### src/rtl/nexys_starship_monster_gen.sv
// Top-port monster spawner: paces spawns with a tick strobe and a free-running LFSR,
// and flags top_broken when a monster stays unshot past its timeout.
module nexys_starship_monster_gen #(
    parameter logic [15:0] LFSR_SEED      = 16'hACE1,
    parameter logic [8:0]  SPAWN_THRESH   = 9'd16,
    parameter logic [7:0]  COOLDOWN_TICKS = 8'd16,
    parameter logic [7:0]  TIMEOUT_TICKS  = 8'd200
) (
    input  logic       Clk,
    input  logic       Reset,
    input  logic       play_flag,
    input  logic       tick,
    input  logic       shoot,
    output logic       top_monster_ctrl,
    output logic       top_broken,
    output logic [7:0] spawn_count,
    output logic [7:0] kill_count,
    output logic       q_MG_Idle,
    output logic       q_MG_Cool,
    output logic       q_MG_Armed,
    output logic       q_MG_Active,
    output logic       q_MG_Broken
);

    typedef enum logic [2:0] {
        StIdle   = 3'd0,
        StCool   = 3'd1,
        StArmed  = 3'd2,
        StActive = 3'd3,
        StBroken = 3'd4
    } state_t;

    state_t      state;
    logic [4:0]  state_oh;
    logic [7:0]  counter;
    logic [15:0] lfsr;
    logic        lfsr_fb;
    logic        spawn_hit;
    logic [7:0]  spawn_inc;
    logic [7:0]  kill_inc;

    // Right-shifting Fibonacci form of x^16+x^14+x^13+x^11+1; nonzero seed never reaches 0.
    assign lfsr_fb   = lfsr[0] ^ lfsr[2] ^ lfsr[3] ^ lfsr[5];
    assign spawn_hit = ({1'b0, lfsr[7:0]} < SPAWN_THRESH);
    assign spawn_inc = (spawn_count == 8'hFF) ? spawn_count : spawn_count + 8'd1;
    assign kill_inc  = (kill_count == 8'hFF) ? kill_count : kill_count + 8'd1;

    always_ff @(posedge Clk or posedge Reset) begin
        if (Reset) begin
            lfsr <= LFSR_SEED;
        end else begin
            lfsr <= {lfsr_fb, lfsr[15:1]};
        end
    end

    // Bit order {Broken, Active, Armed, Cool, Idle}.
    function automatic logic [4:0] onehot(input state_t s);
        logic [4:0] v;
        v = 5'b00001;
        case (s)
            StIdle:   v = 5'b00001;
            StCool:   v = 5'b00010;
            StArmed:  v = 5'b00100;
            StActive: v = 5'b01000;
            StBroken: v = 5'b10000;
            default:  v = 5'b00001;
        endcase
        return v;
    endfunction

    always_ff @(posedge Clk or posedge Reset) begin
        if (Reset) begin
            state            <= StIdle;
            state_oh         <= 5'b00001;
            counter          <= 8'd0;
            top_monster_ctrl <= 1'b0;
            top_broken       <= 1'b0;
            spawn_count      <= 8'd0;
            kill_count       <= 8'd0;
        end else if ((state != StIdle) && !play_flag) begin
            state            <= StIdle;
            state_oh         <= onehot(StIdle);
            top_monster_ctrl <= 1'b0;
            top_broken       <= 1'b0;
        end else begin
            case (state)
                StIdle: begin
                    if (play_flag) begin
                        state       <= StCool;
                        state_oh    <= onehot(StCool);
                        counter     <= COOLDOWN_TICKS;
                        spawn_count <= 8'd0;
                        kill_count  <= 8'd0;
                    end
                end
                StCool: begin
                    if (tick) begin
                        if (counter == 8'd1) begin
                            state    <= StArmed;
                            state_oh <= onehot(StArmed);
                            counter  <= 8'd0;
                        end else begin
                            counter <= counter - 8'd1;
                        end
                    end
                end
                StArmed: begin
                    // lfsr here is the value present before this cycle's shift.
                    if (tick && spawn_hit) begin
                        state            <= StActive;
                        state_oh         <= onehot(StActive);
                        counter          <= TIMEOUT_TICKS;
                        top_monster_ctrl <= 1'b1;
                        spawn_count      <= spawn_inc;
                    end
                end
                StActive: begin
                    // A shot beats a coincident final timeout tick.
                    if (shoot) begin
                        state            <= StCool;
                        state_oh         <= onehot(StCool);
                        counter          <= COOLDOWN_TICKS;
                        top_monster_ctrl <= 1'b0;
                        kill_count       <= kill_inc;
                    end else if (tick) begin
                        if (counter == 8'd1) begin
                            state      <= StBroken;
                            state_oh   <= onehot(StBroken);
                            counter    <= 8'd0;
                            top_broken <= 1'b1;
                        end else begin
                            counter <= counter - 8'd1;
                        end
                    end
                end
                StBroken: begin
                    top_monster_ctrl <= 1'b1;
                    top_broken       <= 1'b1;
                end
                default: begin
                    state            <= StIdle;
                    state_oh         <= onehot(StIdle);
                    counter          <= 8'd0;
                    top_monster_ctrl <= 1'b0;
                    top_broken       <= 1'b0;
                end
            endcase
        end
    end

    assign q_MG_Idle   = state_oh[0];
    assign q_MG_Cool   = state_oh[1];
    assign q_MG_Armed  = state_oh[2];
    assign q_MG_Active = state_oh[3];
    assign q_MG_Broken = state_oh[4];

endmodule

### config.mk
export PLATFORM = sky130hd
export DESIGN_NAME = nexys_starship_monster_gen
export DESIGN_NICKNAME = d
export VERILOG_FILES = /design/src/rtl/nexys_starship_monster_gen.sv
export SDC_FILE = /design/constraint.sdc
export NUM_CORES = 1
export LEC_CHECK = 0
export CORE_MARGIN = 2
export CORE_UTILIZATION = 30
export DETAILED_ROUTE_END_ITERATION = 12
export DONT_BUFFER_PORTS = 1
export HOLD_SLACK_MARGIN = 0.02
export SYNTH_ARGS = -nofsm -noshare
export SYNTH_HDL_FRONTEND = slang
export SYNTH_SLANG_ARGS = --single-unit
### constraint.sdc
create_clock -name Clk -period 5.9 [get_ports Clk]
set_clock_uncertainty 0.2 [all_clocks]
set_input_delay 1.18 -clock Clk [delete_from_list [all_inputs] [get_ports Clk]]
set_output_delay 1.18 -clock Clk [all_outputs]
set_load 0.1 [all_outputs]
### Word-level counts from Yosys, hierarchy flattened

Cells that the tools add are included.

* bits in registers: 50
* bits of input ports: 5
* output and inout port bits: 23
* word-level logic and storage cells: 97

* add/sub/neg operators: 3
* magnitude comparators: 1
* eq/ne operators: 25
* mux-type cells: 40
* bitwise gates (word level): 5
* reductions and logical operators: 15

Operators with widths (count)
* $mux W8: 10
* $mux W5: 8
* $pmux W8 S5: 1
* $pmux W8 S2: 2
* $pmux W5 S5: 1
* $mux W3: 8
* $ne A3 B3 Y1 const B: 8
* $add A8 B1 Y8 const B: 2
* $eq A8 B8 Y1 const B: 2
* $pmux W3 S5: 1
* $ne A2 B2 Y1 const B: 6
* $reduce_and A5 Y1: 2
* $eq A8 B1 Y1 const B: 1
* $lt A8 B5 Y1 const B: 1
* $ne A4 B4 Y1 const B: 2
* $reduce_and A4 Y1: 2
* $sub A8 B1 Y8 const B: 1
* $mux W1: 7
* $reduce_and A7 Y1: 1
* $eq A3 B2 Y1 const B: 2
* $ne A2 B1 Y1 const B: 2
* $pmux W1 S4: 1
* $reduce_bool A2 Y1: 2
* $eq A3 B1 Y1 const B: 1
* 11 further kinds: 15

### Logic depth before layout (Yosys ltp)

* word-level depth: 6
* depth in mapped cells: 7
* depth with buffers taken out: 6

### Worst setup path after synthesis

No wires, ideal clock.

* path type: input-to-reg
* start point: input port tick
* end point: register counter[0]
* setup time: 126 ps
* data arrival time: 2328 ps
* required time: 5574 ps
* path slack: 3246 ps
* cell stages on the path: 5
* path buffers: 1
* path through: buf_4 -> nor3b_4 -> a311oi_2 -> nand2b_1 -> a221o_1

* word-level cells in the longest chain between the ends: 3
* elaborated cells on any way between the ends: 6
* classes of those cells: eq/ne: 1; mux: 3; reduce/logical: 2

RTL lines
* from (decl): line 12 `input logic tick,`
* $mux W8 / $logic_and A1 B1 Y1 (equally long branches)
* $mux W8 / $ne A2 B2 Y1 (equally long branches)
* $pmux W8 S5 / $reduce_and A4 Y1 (equally long branches)
* to (signal assigned): line 103 `counter <= counter - 8'd1;`
* to (signal assigned): line 132 `counter <= counter - 8'd1;`
* to (decl): line 35 `logic [7:0] counter;`

Several ways; a longest one is shown, not always the timed one.
A chain may end at the register's enable or synchronous reset.

### Worst setup path in the final report

* start point: register spawn_count[4]
* end point: output port spawn_count[4]

RTL lines
* from (decl): line 16 `output logic [7:0] spawn_count,`
* from (signal assigned): line 114 `spawn_count <= spawn_inc;`

No word-level cell between the ends.

==> results.sh <==
export IMPL_netlist_area_um2=2710
export IMPL_ys_types=66
export IMPL_dieWidth_um=99.1
export IMPL_fmax_mhz=361
export IMPL_postRouteAntennaNets=0
export IMPL_hold_violations=0
export IMPL_setup_violations=0
export IMPL_dp_hpwl_um=4190
export IMPL_io_buffer_count=0
export IMPL_synth_ff_type="dfrtp_1"
export IMPL_cts_inserted_buffers=5
export IMPL_grt_start_max_net_pins=50
export IMPL_cp_max_fo=8
export IMPL_htreeDepth=2
export IMPL_core_um2=8760
export IMPL_cp_arrival_ps=1390
export IMPL_min_delay_start="lfsr[8]"
export IMPL_crit_type="register to output pin"
export IMPL_gr_total_overflow=0
export IMPL_clk_pin_slew_ps=100
export IMPL_seq_area_um2=1240
export IMPL_p_per_area_nw_per_um2=322
export IMPL_drc=0
export IMPL_first_pass_iters=4
export IMPL_wire_per_inst_um=16.3
export IMPL_initial_core_util=0.310
export IMPL_wirelength_um=6170
export IMPL_grt_pass1_vias=2127
export IMPL_period_minus_slack_ps=2770
export IMPL_slew_violations=0
export IMPL_place_inst=371
export IMPL_synthCells=276
export IMPL_routed_via_density=5.67
export IMPL_synth_edf_count=0
export IMPL_cp_end_kind="output pin"
export IMPL_cp_start_kind="register"
export IMPL_syn_to_final_growth_pct=6.96
export IMPL_status="finished clean"
export IMPL_synth_async_sr_flop_share=1.00
export IMPL_r2r_start="kill_count[0]"
export IMPL_required_ps=4520
export IMPL_ys_seq_elements=49
export IMPL_ir_drop_v=0.000135
export IMPL_ff2ff_setup_slack_ps=3150
export IMPL_ff2ff_path_depth=5
export IMPL_cts_hold_buf=0
export IMPL_period_share=0.469
export IMPL_tns_ps=0
export IMPL_hold_end="lfsr[7]"
export IMPL_std_cell_rows=34
export IMPL_whs_ps=159
export IMPL_fillers=889
export IMPL_r2r_end="kill_count[5]"
export IMPL_die_area_um2=9820
export IMPL_cts_num_sinks=49
export IMPL_relSlewSlack=0.277
export IMPL_post_cts_buffers=0
export IMPL_maxCapViolations=0
export IMPL_drt_iter0_drc=116
export IMPL_rsz0062_at_grt="false"
export IMPL_die_y_um=99.1
export IMPL_cts_root_buf="clkbuf_8"
export IMPL_synth_avg_cell_area_um2=9.83
export IMPL_clockBufferDepth=2
export IMPL_cts_resized=0
export IMPL_seq_area_frac_synth=0.456
export IMPL_fin_util=0.331
export IMPL_drive_above_1_share=0.122
export IMPL_gp_congestion=0.836
export IMPL_dr_total_vias=2149
export IMPL_n_antenna_cell=0
export IMPL_clkLatencyLatePin_ps=310
export IMPL_leakage_nw=1.18
export IMPL_cp_num_cells=0
export IMPL_io_pins=28
export IMPL_final_nets=279
export IMPL_ys_warn_count=0
export IMPL_antenna_found_initial=0
export IMPL_cts_tree="yes"
export IMPL_multi_input_area_um2=1360
export IMPL_grtUsageTotal=0.130
export IMPL_tightest_slew_ps=1080
export IMPL_synth_fp_nets=285
export IMPL_min_path_type="register to register"
export IMPL_layout_cells_non_filler=379
export IMPL_holdPathStages=0
export IMPL_grt_first_pass_wirelength_um=10500
[cell families after synthesis]
| logic type | count (synthesis) | synth area share |
|---|---|---|
| and+or+nand+nor | 108 | 0.238 |
| muxes | 7 | 0.0263 |
| DFF | 49 | 0.456 |
| xor gates and xnor gates | 5 | 0.0161 |
| adders and majority gates | 4 | 0.0184 |
| buffers and inverters | 26 | 0.0424 |
| AOI/OAI and AO/OA | 77 | 0.202 |
[placed cells by master (no fill, tap or decap), types with 5 or more instances in the layout]
cell,count
nor3_1,5
nor2_1,13
dfrtp_1,40
clkbuf_8,6
nand4_1,6
a21oi_1,16
o21ai_0,12
o211ai_1,5
a31oi_1,6
nand2_1,31
mux2i_1,6
nand3_1,10
dfstp_2,9
inv_1,11
or4_1,5
[state kept, by name, indices dropped and copies added, names as in the netlist]
| signal | flops |
|---|---|
| lfsr | 16 |
| state_oh | 5 |
| top_broken | 1 |
| kill_count | 8 |
| top_monster_ctrl | 1 |
| spawn_count | 8 |
| counter | 8 |
| state | 2 |
[cell type report]
class | instances | share of cell area
multi-input combinational | 201 | 0.469
inverter | 12 | 0.0155
clock inverter | 1 | 0.0103
clock buffer | 7 | 0.0297
tap | 108 | 0.0466
sequential | 49 | 0.426
timing repair buffer | 1 | 0.00259
[stage by stage]
step / setup slack [ps] / instance area (um^2) / power [mW]
final: 3130 / 2900 / 0.936
after global routing: 3030 / 2900 / 0.985
after floorplan: 3250 / 2710 / 0.644
after CTS: 3120 / 2900 / 0.940
after detailed placement: 3170 / 2790 / 0.688
after global placement: 3220 / 2790 / 0.684
[worst max path at each step]
stage,slack (ps),endpoint,startpoint
3_3_place_gp,3220,kill_count[5],kill_count[0]
5_1_grt,3030,kill_count[5],kill_count[0]
2_1_floorplan,3250,counter[0],tick
6_report,3130,spawn_count[4],spawn_count[4]
4_1_cts,3120,spawn_count[4],spawn_count[4]
3_5_place_dp,3170,kill_count[5],kill_count[0]
[report_power, final]
group / internal (mW) / leakage, nW / switching, mW / total (mW)
combinational: 0.0742 / 0.479 / 0.117 / 0.191
sequential: 0.367 / 0.638 / 0.125 / 0.492
clock: 0.138 / 0.0585 / 0.114 / 0.252
[Yosys cell counts, types with 3 or more instances]
master | n | area (um^2)
a211oi_1 | 4 | 30.0
a21oi_1 | 16 | 80.1
a311oi_1 | 4 | 35.0
a31oi_1 | 6 | 37.5
and2_1 | 4 | 25.0
buf_2 | 5 | 25.0
buf_4 | 3 | 22.5
clkbuf_1 | 6 | 22.5
dfrtp_1 | 40 | 1000
dfstp_2 | 9 | 236
ha_1 | 4 | 50.1
inv_1 | 12 | 45.0
mux2i_1 | 6 | 60.1
nand2_1 | 31 | 116
nand2b_1 | 4 | 25.0
nand3_1 | 10 | 50.1
nand3b_1 | 3 | 22.5
nand4_1 | 6 | 37.5
nor2_1 | 13 | 48.8
nor2b_1 | 3 | 18.8
nor3_1 | 5 | 25.0
nor3b_1 | 3 | 22.5
o211ai_1 | 5 | 37.5
o21ai_0 | 12 | 60.1
or4_1 | 5 | 37.5
xnor2_1 | 3 | 26.3
[per-layer routing]
layer	vias to the layer above	part of all wire	global-route usage
li1	1021	-	-
met1	1058	0.47	0.184
met2	64	0.43	0.192
met3	6	0.081	0.0330
met4	0	0.011	0.0453
met5	-	0	0
(Power assumes the default switching activity.)
